$ cat src/rtl/serial_add_seq.sv
// Bit-serial addition sequencer: streams an operand pair LSB-first through an
// external full-adder cell and collects the sum. Optional overflow flag: SERIAL_ADD_OVF_EN.
module serial_add_seq #(
  parameter int WIDTH = 4
) (
  input  logic             clk,
  input  logic             rst_n,
  input  logic             in_valid,
  output logic             in_ready,
  input  logic [WIDTH-1:0] a,
  input  logic [WIDTH-1:0] b,
  input  logic             cin,
  output logic             fa_a,
  output logic             fa_b,
  output logic             fa_c,
  input  logic             fa_sum,
  input  logic             fa_carry,
  output logic             out_valid,
  input  logic             out_ready,
  output logic [WIDTH-1:0] sum,
  output logic             cout
`ifdef SERIAL_ADD_OVF_EN
  ,
  output logic             ovf
`endif
);

  localparam int CNT_W = $clog2(WIDTH);
  localparam logic [CNT_W-1:0] LAST_BIT = CNT_W'(WIDTH - 1);

  typedef enum logic [1:0] {
    S_IDLE,
    S_RUN,
    S_DONE
  } state_e;

  state_e           state_q, state_d;
  logic [WIDTH-1:0] a_sh_q, a_sh_d;
  logic [WIDTH-1:0] b_sh_q, b_sh_d;
  logic [WIDTH-1:0] sum_q, sum_d;
  logic             carry_q, carry_d;
  logic [CNT_W-1:0] cnt_q, cnt_d;
  logic             run;

`ifdef SERIAL_ADD_OVF_EN
  logic             ovf_q, ovf_d;
`endif

  // The full-adder drive is kept apart from the next-state logic so the
  // external fa_sum/fa_carry return path never looks like a loop through it.
  assign run       = (state_q == S_RUN);
  assign fa_a      = run & a_sh_q[0];
  assign fa_b      = run & b_sh_q[0];
  assign fa_c      = run & carry_q;
  assign in_ready  = (state_q == S_IDLE);
  assign out_valid = (state_q == S_DONE);
  assign sum       = sum_q;
  assign cout      = carry_q;

  always_comb begin
    // NOTE: every variable gets a default before the case so no path leaves
    // one unassigned, which would otherwise infer a latch.
    state_d = state_q;
    a_sh_d  = a_sh_q;
    b_sh_d  = b_sh_q;
    sum_d   = sum_q;
    carry_d = carry_q;
    cnt_d   = cnt_q;
`ifdef SERIAL_ADD_OVF_EN
    ovf_d   = ovf_q;
`endif

    unique case (state_q)
      S_IDLE: begin
        if (in_valid) begin
          a_sh_d  = a;
          b_sh_d  = b;
          carry_d = cin;
          cnt_d   = '0;
          state_d = S_RUN;
        end
      end

      S_RUN: begin
        a_sh_d  = a_sh_q >> 1;
        b_sh_d  = b_sh_q >> 1;
        sum_d   = {fa_sum, sum_q[WIDTH-1:1]};
        carry_d = fa_carry;
        if (cnt_q == LAST_BIT) begin
          state_d = S_DONE;
`ifdef SERIAL_ADD_OVF_EN
          // On the MSB, carry_q is the carry into the sign bit.
          ovf_d   = carry_q ^ fa_carry;
`endif
        end else begin
          cnt_d = cnt_q + 1'b1;
        end
      end

      S_DONE: begin
        if (out_ready) begin
          state_d = S_IDLE;
        end
      end

      default: state_d = S_IDLE;
    endcase
  end

  always_ff @(posedge clk or negedge rst_n) begin
    if (!rst_n) begin
      state_q <= S_IDLE;
      a_sh_q  <= '0;
      b_sh_q  <= '0;
      sum_q   <= '0;
      carry_q <= 1'b0;
      cnt_q   <= '0;
`ifdef SERIAL_ADD_OVF_EN
      ovf_q   <= 1'b0;
`endif
    end else begin
      // NOTE: non-blocking assignments so every register samples the
      // pre-edge values, independent of statement order.
      state_q <= state_d;
      a_sh_q  <= a_sh_d;
      b_sh_q  <= b_sh_d;
      sum_q   <= sum_d;
      carry_q <= carry_d;
      cnt_q   <= cnt_d;
`ifdef SERIAL_ADD_OVF_EN
      ovf_q   <= ovf_d;
`endif
    end
  end

`ifdef SERIAL_ADD_OVF_EN
  assign ovf = ovf_q;
`endif

endmodule

$ cat config.mk
export PLATFORM = sky130hd
export DESIGN_NAME = serial_add_seq
export DESIGN_NICKNAME = d
export VERILOG_FILES = /design/src/rtl/serial_add_seq.sv
export SDC_FILE = /design/constraint.sdc
export NUM_CORES = 1
export LEC_CHECK = 0
export CAP_MARGIN = 0
export CORE_MARGIN = 2
export CORE_UTILIZATION = 47
export CTS_BUF_LIST = sky130_fd_sc_hd__clkbuf_8
export CTS_CLUSTER_SIZE = 14
export DETAILED_ROUTE_END_ITERATION = 7
export GPL_ROUTABILITY_DRIVEN = 0
export PLACE_DENSITY = 0.78
export SKIP_CTS_REPAIR_TIMING = 1
export SLEW_MARGIN = 20
export SYNTH_ARGS = -nofsm -noshare
export SYNTH_HDL_FRONTEND = slang
export SYNTH_SLANG_ARGS = --single-unit
$ cat constraint.sdc
create_clock -name clk -period 1.1 [get_ports clk]
set_input_delay 0.22 -clock clk [delete_from_list [all_inputs] [get_ports clk]]
set_output_delay 0.22 -clock clk [all_outputs]
set_load 0.02 [all_outputs]
Word-level counts from Yosys, hierarchy flattened

Index checks and enable logic that the tools add are counted.

$add $sub $neg: 1
Eq/ne operators: 7
Muxes and demuxes: 13
Bitwise gates (word level): 3
Reductions and logical operators: 5

Operator list:

| operator              | count |
|---|---|
| $pmux W4 S2           | 2 |
| $mux W2               | 5 |
| $mux W4               | 2 |
| $pmux W2 S3           | 1 |
| $reduce_and A3 Y1     | 2 |
| $eq A2 B2 Y1 const B  | 2 |
| $ne A2 B1 Y1 const B  | 2 |
| $ne A2 B2 Y1 const B  | 2 |
| $pmux W2 S2           | 1 |
| $and A1 B1 Y1         | 3 |
| $add A2 B1 Y2 const B | 1 |
| $eq A2 B1 Y1 const B  | 1 |
| $logic_not A2 Y1      | 1 |
| $pmux W1 S2           | 1 |
| $reduce_and A2 Y1     | 1 |
| $reduce_bool A2 Y1    | 1 |
| $mux W1               | 1 |

Register bits after elaboration: 17
Bits of input ports: 15
Logic and storage cells: 35

Logic depth before layout (Yosys ltp)

Depth in word-level cells: 3
Mapped depth: 4
Mapped depth without buffers: 4

Worst setup path after synthesis

Ideal clock, no wire load.

Kind: register to output
Start point: register state_q[0]
End point: output fa_a
Arrival: 0.917 ns
Data required time: 0.880 ns
Path slack: -0.037 ns
Cell stages (with the launch flop): 4
Cells stage by stage: dfrtp_1 buf_4 and2b_4 and2_1

Longest elaborated chain between the ends: 2

RTL lines:

| what                   | line | RTL |
|---|---|---|
| start, declared        | 37   | `state_e state_q, state_d;` |
| start signal, assigned | 124  | `state_q <= state_d;` |
| $eq A2 B1 Y1           | 51   | `assign run = (state_q == S_RUN);` |
| $and A1 B1 Y1          | 52   | `assign fa_a = run & a_sh_q[0];` |
| end, declared          | 13   | `output logic fa_a,` |

No other way between the ends.

Worst setup path in the final report

Start point: register state_q[1]
End point: output fa_c

Longest elaborated chain between the ends: 2

RTL lines:

| what          | line | RTL |
|---|---|---|
| $eq A2 B1 Y1  | 51   |  |
| $and A1 B1 Y1 | 54   | `assign fa_c = run & carry_q;` |
| end, declared | 15   | `output logic fa_c,` |

No other way between the ends.

==> run_results.csv <==
group,metric,value,unit
global_route,antenna_found_initial,0,
sta,timing.final.setup_violations,17,
place,place_worst_setup_slack,-474,ps
power_and_ir_drop,power_density,3100,nW/um^2
yosys,yosys_warnings,0,
power_and_ir_drop,netSwitchingPower,1690,uW
worst_setup_path,cp_max_fo,4,
power_and_ir_drop,leakage,0.000660,uW
power_and_ir_drop,clockPowerShare,10.9,%
sta,finClkSkew,2.72,ps
yosys,post_synth_instance_area,811,um^2
sta,worst_pin_slew,265,ps
cells_and_area,net_total_in_the_final_layout,151,
clock_network,clock_tree.htree_level_count,1,
power_and_ir_drop,power.share.switching,40.2,%
worst_setup_path,cells_on_worst_reg2reg_path,5,
sta,finalHoldViolCount,0,
global_route,grt_pass1_wl,3.21,mm
yosys,synth_top_cell_area_share,52.5,%
power_and_ir_drop,p_comb_share,62.3,%
die,pin_count,25,
cells_and_area,utilization,81.2,%
yosys,syn_area_per_cell,9.21,um^2
cells_and_area,num-fill-cells,102,
worst_setup_path,crit_cells,3,
yosys,synth_top_cells_by_area,"sky130_fd_sc_hd__dfrtp_1 52%, sky130_fd_sc_hd__o22ai_1 9.3%, sky130_fd_sc_hd__nand2_1 7.4%",
place,buffer_ports.inserted,24,
die,die_width,45.5,um
place,placedInstanceArea,1160,um^2
job,maxCapViolCount,0,
yosys,fraction_of_the_mapped_netlist_area_in_compound_gates,21.6,%
sta,slew_viol_final,0,
run_status,failed_checks,"setup timing",
power_and_ir_drop,internal_power,2510,uW
drt,dr_total_vias,813,
worst_setup_path,regToRegStartpoint,"state_q[1]",
yosys,synthXorXnorAreaFrac,0,%
drt,remaining_design_rule_violation_count,0,
yosys,synth-seq-cells,17,
worst_setup_path,largest_delay_contributor_family_on_the_critical_path,"simple AND/OR/NAND/NOR gates",
worst_setup_path,required,880,ps
run_status,run_status,"finished, violations left",
worst_setup_path,capturing_element_type_of_the_critical_path,"primary output",
die,rows,15,
min_path,hold_path.class,"in2async",
clock_network,cts_tree,"built",
power_and_ir_drop,seq_power_share,26.8,%
sta,maxClockFrequency,0.723,GHz
worst_setup_path,slowest_delay,380,ps
worst_setup_path,timing_worst_setup_path_type,"reg2out",
drt,ant_nets,0,
global_route,largest_net_degree_at_the_start_of_global_routing,18,
clock_network,max-clock-path-buffers,2,
worst_setup_path,timing.critical_path.slowest_stage_cell,"sky130_fd_sc_hd__dfrtp_1",
cells_and_area,synthToLayoutAreaGrowth,67.3,%
clock_network,clk_root_buffer_cell,"sky130_fd_sc_hd__clkbuf_8",
cells_and_area,num_antenna_cells,0,
yosys,cell_type_with_the_highest_aggregate_area_in_the_netlist,"sky130_fd_sc_hd__dfrtp_1",
drt,post_drt_wl_per_cell,15.4,um
die,initial_utilization,48.5,%
yosys,synth_cell_types,22,
worst_setup_path,setup.reg_to_reg.worst_slack,-80,ps
yosys,synth.net_count,104,
clock_network,cts.reportedPaths.clkPinSlew,70,ps
place,dp.final_hpwl,1.42,mm
sta,final_period_minus_worst_setup_slack,1380,ps
worst_setup_path,path_cells,"and2b_4 > and2_4 > buf_6",
global_route,grt_usage,22.2,%
worst_setup_path,kind_of_start_point_of_the_critical_path,"flop",
sta,setup_ws,-284,ps
yosys,yosys.area_share.simple,19.8,%
yosys,synth_sequential_area_ratio,52.5,%
yosys,post_synth_fa_ha_maj_area_fraction,1.54,%
cells_and_area,instances_no_fill,151,
worst_setup_path,critPathBufInv,1,
global_route,grt_pass1_vias,736,
die,core_region_area,1670,um^2
die,floorplan.die_area,2070,um^2
cells_and_area,post_route_cells_drive_above_1_share,38.8,%
die,die_h,45.5,um
sta,relSlewSlack,82.3,%
worst_setup_path,reg2reg_to,"b_sh_q[0]",
cells_and_area,final_area,1360,um^2
sta,grt_setup_unrepaired,"yes",
worst_setup_path,critical_path_arrival,1160,ps
sta,finalCritPeriodShare,126,%
yosys,synth_mux_area_share,0,%
yosys,postSynthCellCount,88,
drt,first_drt_pass_iteration_count,4,
place,placed_cells,141,
drt,drtIter0Drc,17,
global_route,globalRoute.totalOverflow,0,
clock_network,tritoncts_sink_count,17,
clock_network,tritoncts.num_buffers,3,
drt,wl,2.32,mm
power_and_ir_drop,power.ir.vdd_worst,1.70,mV
drt,via_per_inst,5.38,
yosys,synth_top_family_by_area,"compound AO/OA/AOI/OAI gates",
clock_network,clock_latency_reported_for_the_late_side_of_the_worst_skew_pair,250,ps
[worst max path at each step]
stage	slack [ps]	from	to
3_5_place_dp	-470	state_q[1]	fa_c
2_1_floorplan	-40	state_q[0]	fa_a
4_1_cts	-750	state_q[1]	fa_c
3_3_place_gp	-450	state_q[1]	fa_c
5_1_grt	-320	state_q[1]	fa_c
6_report	-280	state_q[1]	fa_c
[flip-flops by register name (all words and copies together), names as in the netlist]
| register | cells |
|---|---|
| state_q | 2 |
| cnt_q | 2 |
| b_sh_q | 4 |
| cout | 1 |
| a_sh_q | 4 |
| sum | 4 |
[per-stage QoR]
step	setup TNS, ps	hold WS, ps	power [uW]
6_report	-1840	298	4200
5_1_grt	-2730	319	4470
4_1_cts	-6340	298	3680
3_5_place_dp	-5130	466	3190
3_3_place_gp	-4930	459	3110
2_1_floorplan	-111	-75.6	2240
[cells in the mapped netlist, drive strengths merged]
| cell type | count |
|---|---|
| dfrtp | 17 |
| nand2 | 16 |
| o22ai | 12 |
| a21oi | 9 |
| o21ai | 8 |
| nor2 | 5 |
| buf | 4 |
| and2 | 3 |
| nand2b | 3 |
| inv | 2 |
| nor3 | 2 |
| a22oi | 1 |
| and2b | 1 |
| ha | 1 |
| nor2b | 1 |
| nor4b | 1 |
| o31ai | 1 |
| or2 | 1 |
[per-layer routing]
layer / global-route usage [%] / vias to the layer above / part of all wire (%)
met2: 34.4 / 19 / 51
met5: 0 / - / 0
met3: 3.57 / 2 / 3.9
li1: - / 407 / -
met4: 10.6 / 0 / 0.43
met1: 30.2 / 385 / 45
[logic make-up after synthesis]
group                      after synthesis
AOI/OAI and AO/OA                       31
adders and majority gates                1
buffers and inverters                    6
DFF                                     17
and+or+nand+nor                         33
[power groups by stage]
stage | clock network, uW | logic [uW] | registers (uW)
CTS | 469 | 2120 | 1090
global route | 503 | 2810 | 1160
global placement | 0 | 2030 | 1090
floorplan | 0 | 1050 | 1200
detailed placement | 0 | 2090 | 1100
finish | 459 | 2620 | 1120
[layout make-up]
type                       instances  area [um^2]  area share (%)
sequential                        17          427            31.5
multi-input combinational         65          422            31.1
timing repair buffer              45          420            31.0
clock buffer                       3         41.3            3.04
tap                               17         21.3            1.57
inverter                           2         15.0            1.11
clock inverter                     1         5.00           0.369
timing repair inverter             1         5.00           0.369
[layout by cell type, fill, tap and decap left out]
cell type                         synthesis  layout
sky130_fd_sc_hd__a21oi_1                  9       7
sky130_fd_sc_hd__a21oi_2                  0       2
sky130_fd_sc_hd__a22oi_2                  0       1
sky130_fd_sc_hd__and2_4                   0       3
sky130_fd_sc_hd__and2b_4                  1       1
sky130_fd_sc_hd__buf_4                    3      17
sky130_fd_sc_hd__buf_6                    0       8
sky130_fd_sc_hd__clkbuf_2                 0       2
sky130_fd_sc_hd__clkbuf_8                 0       3
sky130_fd_sc_hd__clkdlybuf4s50_1          0      13
sky130_fd_sc_hd__clkinv_2                 0       2
sky130_fd_sc_hd__dfrtp_1                 17      16
sky130_fd_sc_hd__dfrtp_2                  0       1
sky130_fd_sc_hd__dlymetal6s2s_1           0       5
sky130_fd_sc_hd__ha_4                     0       1
sky130_fd_sc_hd__inv_4                    1       1
sky130_fd_sc_hd__inv_6                    0       1
sky130_fd_sc_hd__nand2_1                 16      15
sky130_fd_sc_hd__nand2_2                  0       1
sky130_fd_sc_hd__nand2b_1                 2       1
sky130_fd_sc_hd__nand2b_4                 0       2
sky130_fd_sc_hd__nor2_1                   5       3
sky130_fd_sc_hd__nor2_2                   0       1
sky130_fd_sc_hd__nor2_4                   0       1
sky130_fd_sc_hd__nor2b_2                  0       1
sky130_fd_sc_hd__nor3_1                   2       1
sky130_fd_sc_hd__nor3_2                   0       1
sky130_fd_sc_hd__nor4b_2                  0       1
sky130_fd_sc_hd__o21ai_0                  7       3
sky130_fd_sc_hd__o21ai_1                  1       5
sky130_fd_sc_hd__o22ai_1                 12      12
sky130_fd_sc_hd__o31ai_1                  1       1
sky130_fd_sc_hd__or2_4                    0       1
No activity file was read; power rests on OpenSTA's default activity.
